## src/rtl/router_tile_seq.sv

```systemverilog
// router_tile_seq: start/busy/done sequencer stepping the SRAM tile reader over an o_size x o_size output map.
// Optional WAIT watchdog and sticky error state: define ROUTER_TILE_SEQ_TIMEOUT_EN.
module router_tile_seq #(
    parameter int ADDR_WIDTH     = 8,
    parameter int DRAIN_LEN      = 9,
    parameter int CNT_WIDTH      = 8,
    parameter int TIMEOUT_CYCLES = 200
) (
    input  logic                  i_clk,
    input  logic                  i_rst,
    input  logic                  i_start,
    input  logic                  i_abort,
    input  logic [ADDR_WIDTH-1:0] i_base_addr,
    input  logic [ADDR_WIDTH-1:0] i_addr_end,
    input  logic [ADDR_WIDTH-1:0] i_i_size,
    input  logic [ADDR_WIDTH-1:0] i_o_size,
    input  logic                  i_read_done,
    input  logic                  i_miso_valid,
    input  logic                  i_pe_ready,
    output logic                  o_ag_en,
    output logic                  o_tile_read_en,
    output logic                  o_ac_en,
    output logic                  o_miso_pop_en,
    output logic [ADDR_WIDTH-1:0] o_start_addr,
    output logic [ADDR_WIDTH-1:0] o_addr_end,
    output logic [ADDR_WIDTH-1:0] o_o_x,
    output logic [ADDR_WIDTH-1:0] o_o_y,
    output logic                  o_busy,
    output logic                  o_done,
    output logic                  o_err
);

`ifdef ROUTER_TILE_SEQ_TIMEOUT_EN
    typedef enum logic [2:0] {
        S_IDLE, S_SETUP, S_READ, S_WAIT, S_DRAIN, S_NEXT, S_DONE, S_ERR
    } state_t;
`else
    typedef enum logic [2:0] {
        S_IDLE, S_SETUP, S_READ, S_WAIT, S_DRAIN, S_NEXT, S_DONE
    } state_t;
`endif

    if (DRAIN_LEN < 1 || DRAIN_LEN >= 2**CNT_WIDTH) begin : g_bad_drain_len
        $error("DRAIN_LEN must be in 1 .. 2**CNT_WIDTH-1");
    end
    if (TIMEOUT_CYCLES < 1 || TIMEOUT_CYCLES >= 2**CNT_WIDTH) begin : g_bad_timeout
        $error("TIMEOUT_CYCLES must be in 1 .. 2**CNT_WIDTH-1");
    end

    state_t                state;
    state_t                state_next;
    logic [ADDR_WIDTH-1:0] base_q;
    logic [ADDR_WIDTH-1:0] i_size_q;
    logic [ADDR_WIDTH-1:0] o_size_q;
    logic [ADDR_WIDTH-1:0] last_idx;
    logic [CNT_WIDTH-1:0]  drain_cnt;
    logic                  pop;
    logic                  drain_last;
    logic                  last_tile;

    assign pop        = (state == S_DRAIN) && i_miso_valid && i_pe_ready;
    assign drain_last = (drain_cnt == CNT_WIDTH'(DRAIN_LEN - 1));
    assign last_idx   = o_size_q - ADDR_WIDTH'(1);
    assign last_tile  = (o_o_x == last_idx) && (o_o_y == last_idx);

`ifdef ROUTER_TILE_SEQ_TIMEOUT_EN
    logic [CNT_WIDTH-1:0] wdog;
    logic                 err_q;
    logic                 wdog_hit;

    assign wdog_hit = (wdog == CNT_WIDTH'(TIMEOUT_CYCLES - 1));
    assign o_err    = err_q;
`else
    assign o_err = 1'b0;
`endif

    always_ff @(posedge i_clk) begin
        if (i_rst) begin
            state <= S_IDLE;
        end else begin
            state <= state_next;
        end
    end

    always_comb begin
        state_next = state;
        unique case (state)
            S_IDLE:  if (i_start) state_next = (i_o_size == '0) ? S_DONE : S_SETUP;
            S_SETUP: state_next = S_READ;
            S_READ:  state_next = S_WAIT;
            S_WAIT: begin
                if (i_read_done) begin
                    state_next = S_DRAIN;
                end
`ifdef ROUTER_TILE_SEQ_TIMEOUT_EN
                else if (wdog_hit) begin
                    state_next = S_ERR;
                end
`endif
            end
            S_DRAIN: if (pop && drain_last) state_next = S_NEXT;
            S_NEXT:  state_next = last_tile ? S_DONE : S_SETUP;
            S_DONE:  state_next = S_IDLE;
`ifdef ROUTER_TILE_SEQ_TIMEOUT_EN
            S_ERR:   state_next = S_ERR;
`endif
            default: state_next = S_IDLE;
        endcase
        if (i_abort) begin
            state_next = S_IDLE;
        end
    end

    always_comb begin
        o_ag_en        = 1'b0;
        o_tile_read_en = 1'b0;
        o_ac_en        = 1'b0;
        o_miso_pop_en  = 1'b0;
        o_done         = 1'b0;
        o_busy         = (state != S_IDLE);
        unique case (state)
            S_SETUP, S_NEXT: o_ag_en = 1'b1;
            S_READ: begin
                o_ag_en        = 1'b1;
                o_tile_read_en = 1'b1;
            end
            S_WAIT: begin
                o_ag_en        = 1'b1;
                o_tile_read_en = 1'b1;
                o_ac_en        = 1'b1;
            end
            S_DRAIN: begin
                o_ag_en       = 1'b1;
                o_miso_pop_en = pop;
            end
            S_DONE:  o_done = 1'b1;
            default: ;
        endcase
    end

    always_ff @(posedge i_clk) begin
        if (i_rst) begin
            base_q       <= '0;
            i_size_q     <= '0;
            o_size_q     <= '0;
            o_addr_end   <= '0;
            o_start_addr <= '0;
            o_o_x        <= '0;
            o_o_y        <= '0;
            drain_cnt    <= '0;
`ifdef ROUTER_TILE_SEQ_TIMEOUT_EN
            wdog         <= '0;
            err_q        <= 1'b0;
`endif
        end else if (i_abort) begin
            o_o_x     <= '0;
            o_o_y     <= '0;
            drain_cnt <= '0;
`ifdef ROUTER_TILE_SEQ_TIMEOUT_EN
            wdog      <= '0;
`endif
        end else begin
            unique case (state)
                S_IDLE: begin
                    if (i_start) begin
                        base_q     <= i_base_addr;
                        o_addr_end <= i_addr_end;
                        i_size_q   <= i_i_size;
                        o_size_q   <= i_o_size;
                        o_o_x      <= '0;
                        o_o_y      <= '0;
`ifdef ROUTER_TILE_SEQ_TIMEOUT_EN
                        err_q      <= 1'b0;
`endif
                    end
                end
                // Products wrap mod 2^ADDR_WIDTH, matching the SRAM address space.
                S_SETUP: o_start_addr <= base_q + o_o_y * i_size_q + o_o_x;
`ifdef ROUTER_TILE_SEQ_TIMEOUT_EN
                S_READ:  wdog <= '0;
                S_WAIT: begin
                    wdog <= wdog + CNT_WIDTH'(1);
                    if (wdog_hit && !i_read_done) begin
                        err_q <= 1'b1;
                    end
                end
`endif
                S_DRAIN: begin
                    if (pop) begin
                        drain_cnt <= drain_last ? '0 : drain_cnt + CNT_WIDTH'(1);
                    end
                end
                S_NEXT: begin
                    if (o_o_x != last_idx) begin
                        o_o_x <= o_o_x + ADDR_WIDTH'(1);
                    end else begin
                        o_o_x <= '0;
                        o_o_y <= o_o_y + ADDR_WIDTH'(1);
                    end
                end
                default: ;
            endcase
        end
    end

endmodule

```

## config.mk

```make
export PLATFORM = sky130hd
export DESIGN_NAME = router_tile_seq
export DESIGN_NICKNAME = d
export VERILOG_FILES = /design/src/rtl/router_tile_seq.sv
export SDC_FILE = /design/constraint.sdc
export NUM_CORES = 1
export LEC_CHECK = 0
export ABC_AREA = 1
export BUFFER_PORTS_ARGS = -buffer_cell sky130_fd_sc_hd__buf_2
export CORE_MARGIN = 8
export CORE_UTILIZATION = 52
export DETAILED_ROUTE_END_ITERATION = 12
export PLACE_DENSITY_LB_ADDON = 0.1
export SLEW_MARGIN = 10
export SYNTH_ARGS = -nofsm -noshare
export SYNTH_HDL_FRONTEND = slang
export SYNTH_SLANG_ARGS = --single-unit
```

## constraint.sdc

```tcl
create_clock -name i_clk -period 4.2 [get_ports i_clk]
set_input_delay 0.84 -clock i_clk [delete_from_list [all_inputs] [get_ports i_clk]]
set_output_delay 0.84 -clock i_clk [all_outputs]
set_load 0.01 [all_outputs]
```

==> metrics.md <==
| Metric | Value |
|---|---|
| Status | `completed` |
| Syn nets | `768` |
| CP delay by family, top | `adder cells` |
| DR iter-0 viols | `about 240` |
| RSZ-0062 raised after global routing | `true` |
| Sink Count | `67` |
| CTS Root Cell | `clkbuf_8` |
| DRT Pass-1 Iters | `5` |
| Pin count of the biggest net entering global routing | `38` |
| Vias per std cell | `just over 5` |
| WP buf/inv | `8` |
| Yosys cell types | `43` |
| Worst path max stage delay | `0.53 ns` |
| Final setup fails | `0` |
| Vias in the first global route | `approximately 4,500` |
| Routed Antenna Nets | `0` |
| Number of synthesized flops with an enable pin | `0` |
| Pleak | `2.85 nW` |
| Crit path cell chain | `inv_2 > fa_1 > inv_1 > fa_1 > inv_1 > fa_1 > inv_2 > fa_1 > inv_1 > fa_2 > inv_1 > ha_4 > a21oi_2 > inv_1 > nand2_1 > nand2_1 > nand2_1 > nand3_1 > nand2_1 > inv_1` |
| Non-Filler Instances | `886` |
| Max IR drop VDD | `0.155 mV` |
| Number of I/O port buffers | `76` |
| Synth async-reset ratio | `0` |
| Placed cell area | `0.00539 mm^2` |
| Seq/Total Area, Yosys | `0.280` |
| DPL Wire Length | `9.90 mm` |
| Relative slew slack | `0.406` |
| Vias | `4,466` |
| Synth Cell Area | `approximately 0.0048 mm^2` |
| Mapped Cells | `680` |
| Warnings from Yosys | `0` |
| I/O pin cnt | `78` |
| Chip height | `112 um` |
| Area grow syn2layout | `18.1%` |
| Grt ovf | `0` |
| Final wirelength | `12.5 mm` |
| Placer Congestion | `0.911` |
| Power Density | `252 mW/mm^2` |
| Initial Util | `0.527` |
| Commonest non-fill, non-tap cell in the layout | `nand2_1` |
| H-tree lvl count | `3` |
| Data arrival, critical path | `4.38 ns` |
| Synth Flop Type | `dfxtp_1` |
| Fin nets | `858` |
| Slowest-stage cell, CP | `fa_1` |
| Clk_lat worst skew | `0.35 ns` |
| Fin Clk Skew | `0.00941 ns` |
| Most frequent cells in the layout | `nand2_1 (126), inv_1 (103), nor2_1 (94)` |
| Crit path top cell by count | `inv_1` |
| CTS Buf Count | `9` |
| GR Util All Layers | `0.205` |
| Largest fanout on the critical path | `3` |
| Max-cap viol count | `0` |
| Max-slew violation count | `0` |
| Syn_area_per_cell | `7.05 um^2` |
| Crit path required time | `4.45 ns` |
| Final Cycle Share | `0.982` |
| #FFs+latches synth | `67` |
| Remaining DRCs | `0` |
| Fin crit period | `~4.1 ns` |
| Peak Freq | `0.242 GHz` |
| Worst min path class | `reg2reg` |
| Final Instance Area | `0.00566 mm^2` |
| ANT cells | `0` |
| First-pass GRT wire length | `20.8 mm` |
| Clk buf depth | `2` |
| Final Hold Fails | `0` |
| CTS tree | `built` |
| Initial antenna violation count | `0` |
| Core area | `0.00911 mm^2` |
| Site Rows | `35` |
| WL per Instance | `between 10 and 15 um` |
| Clock transition at path regs | `0.08 ns` |
| Crit. End Element | `flop` |
| Post-Place Cells | `869` |
| Crit path kind | `reg2reg` |
| Fraction of layout cells with a size suffix above 1 | `0.217` |
| Startpoint Class | `flop` |
| Die Span X | `approximately 110 um` |
| Slew of the pin with the lowest slew margin | `0.886 ns` |
| Die area | `0.0126 mm^2` |
==> registers in the layout, indices dropped and copies added, names as in the netlist, 8 cells and up <==
register	flops
o_addr_end	8
o_start_addr	8
o_o_y	8
o_size_q	8
base_q	8
drain_cnt	8
o_o_x	8
i_size_q	8
==> Yosys cell counts, types with 2 or more instances <==
| library cell | count | share of area |
|---|---|---|
| a211oi_1 | 2 | 0.0031 |
| a21oi_1 | 40 | 0.042 |
| buf_2 | 2 | 0.0021 |
| buf_4 | 2 | 0.0031 |
| clkbuf_1 | 13 | 0.010 |
| dfxtp_1 | 67 | 0.28 |
| fa_1 | 22 | 0.092 |
| ha_1 | 27 | 0.070 |
| inv_1 | 105 | 0.082 |
| inv_2 | 8 | 0.0063 |
| nand2_1 | 127 | 0.099 |
| nand2_2 | 3 | 0.0039 |
| nand2_8 | 2 | 0.0083 |
| nand3_1 | 36 | 0.038 |
| nand3_2 | 3 | 0.0063 |
| nand4_1 | 8 | 0.010 |
| nor2_1 | 94 | 0.074 |
| nor2_2 | 6 | 0.0078 |
| nor2_4 | 3 | 0.0070 |
| nor3_1 | 6 | 0.0063 |
| nor3b_1 | 2 | 0.0031 |
| nor4_1 | 5 | 0.0065 |
| o211ai_1 | 2 | 0.0031 |
| o21ai_0 | 44 | 0.046 |
| o21ai_2 | 2 | 0.0037 |
| xnor2_1 | 6 | 0.011 |
| xor2_1 | 27 | 0.049 |
==> timing repair <==
item	4_1_cts	5_1_grt
pin swaps	2	9
gates resized for setup	6	15
endpoints found under the setup margin	1	2
cloned	0	0
hold buffers	0	0
buffers inserted	1	0
==> worst paths after layout <==
path | depth (start not counted) | endpoint | slack (ns) | from
setup / recovery | 20 | o_start_addr[7] | 0.07 | o_o_x[6]
hold / removal | 2 | o_start_addr[1] | 0.49 | o_start_addr[1]
setup reg to reg | 20 | o_start_addr[7] | 0.07 | o_o_x[6]
hold reg to reg | 2 | o_start_addr[1] | 0.49 | o_start_addr[1]
==> logic make-up after synthesis <==
family | synth area share
xor gates and xnor gates | 0.0603
AOI/OAI and AO/OA | 0.103
and+or+nand+nor | 0.280
DFF | 0.280
other | 0.000782
adders and majority gates | 0.162
buffers and inverters | 0.113
==> report_power, final <==
part	internal [mW]	leakage [nW]	switching [mW]	total, mW
Sequential	0.662	0.551	0.0241	0.686
Combinational	0.0934	2.21	0.158	0.252
Clock	0.217	0.0818	0.273	0.490
==> layout make-up <==
class,instances,area (um^2)
tap,111,139
sequential,67,1360
fill,867,3450
clock inverter,7,53.8
clock buffer,9,124
inverter,115,437
timing repair buffer,100,568
multi-input combinational,477,2980
==> worst register-to-register path, stage by stage, from the launching register on <==
cell     delay, ns
dfxtp_2       0.34
inv_2         0.06
fa_1          0.53
inv_1         0.05
fa_1          0.49
inv_1         0.05
fa_1          0.48
inv_2         0.04
fa_1          0.53
inv_1         0.05
fa_2          0.51
inv_1         0.06
ha_4          0.25
a21oi_2       0.15
inv_1         0.05
nand2_1       0.06
nand2_1       0.06
nand2_1       0.07
nand3_1       0.07
nand2_1       0.07
inv_1         0.03
==> through the flow <==
stage	total power, mW	hold slack, ns	setup TNS, ns	util	worst slack [ns]
2_1_floorplan	0.869	0.458	0	-	0.0122
3_3_place_gp	0.945	0.462	0	0.591	0.0243
3_5_place_dp	0.949	0.478	-0.0441	0.591	-0.0441
4_1_cts	1.44	0.492	0	0.615	0.00870
5_1_grt	1.51	0.520	-0.153	0.622	-0.153
6_report	1.43	0.488	0	0.622	0.0749
==> routing by layer <==
layer | GRT usage | up-vias | wire [um] | share of wire
met5 | 0 | - | 0 | 0
met3 | 0.0440 | 12 | 548 | 0.044
li1 | - | 2309 | - | -
met4 | 0.0656 | 0 | 208 | 0.017
met1 | 0.242 | 2055 | 5260 | 0.42
met2 | 0.364 | 90 | 6430 | 0.52
Note: power is estimated with default switching activity, not from simulation.
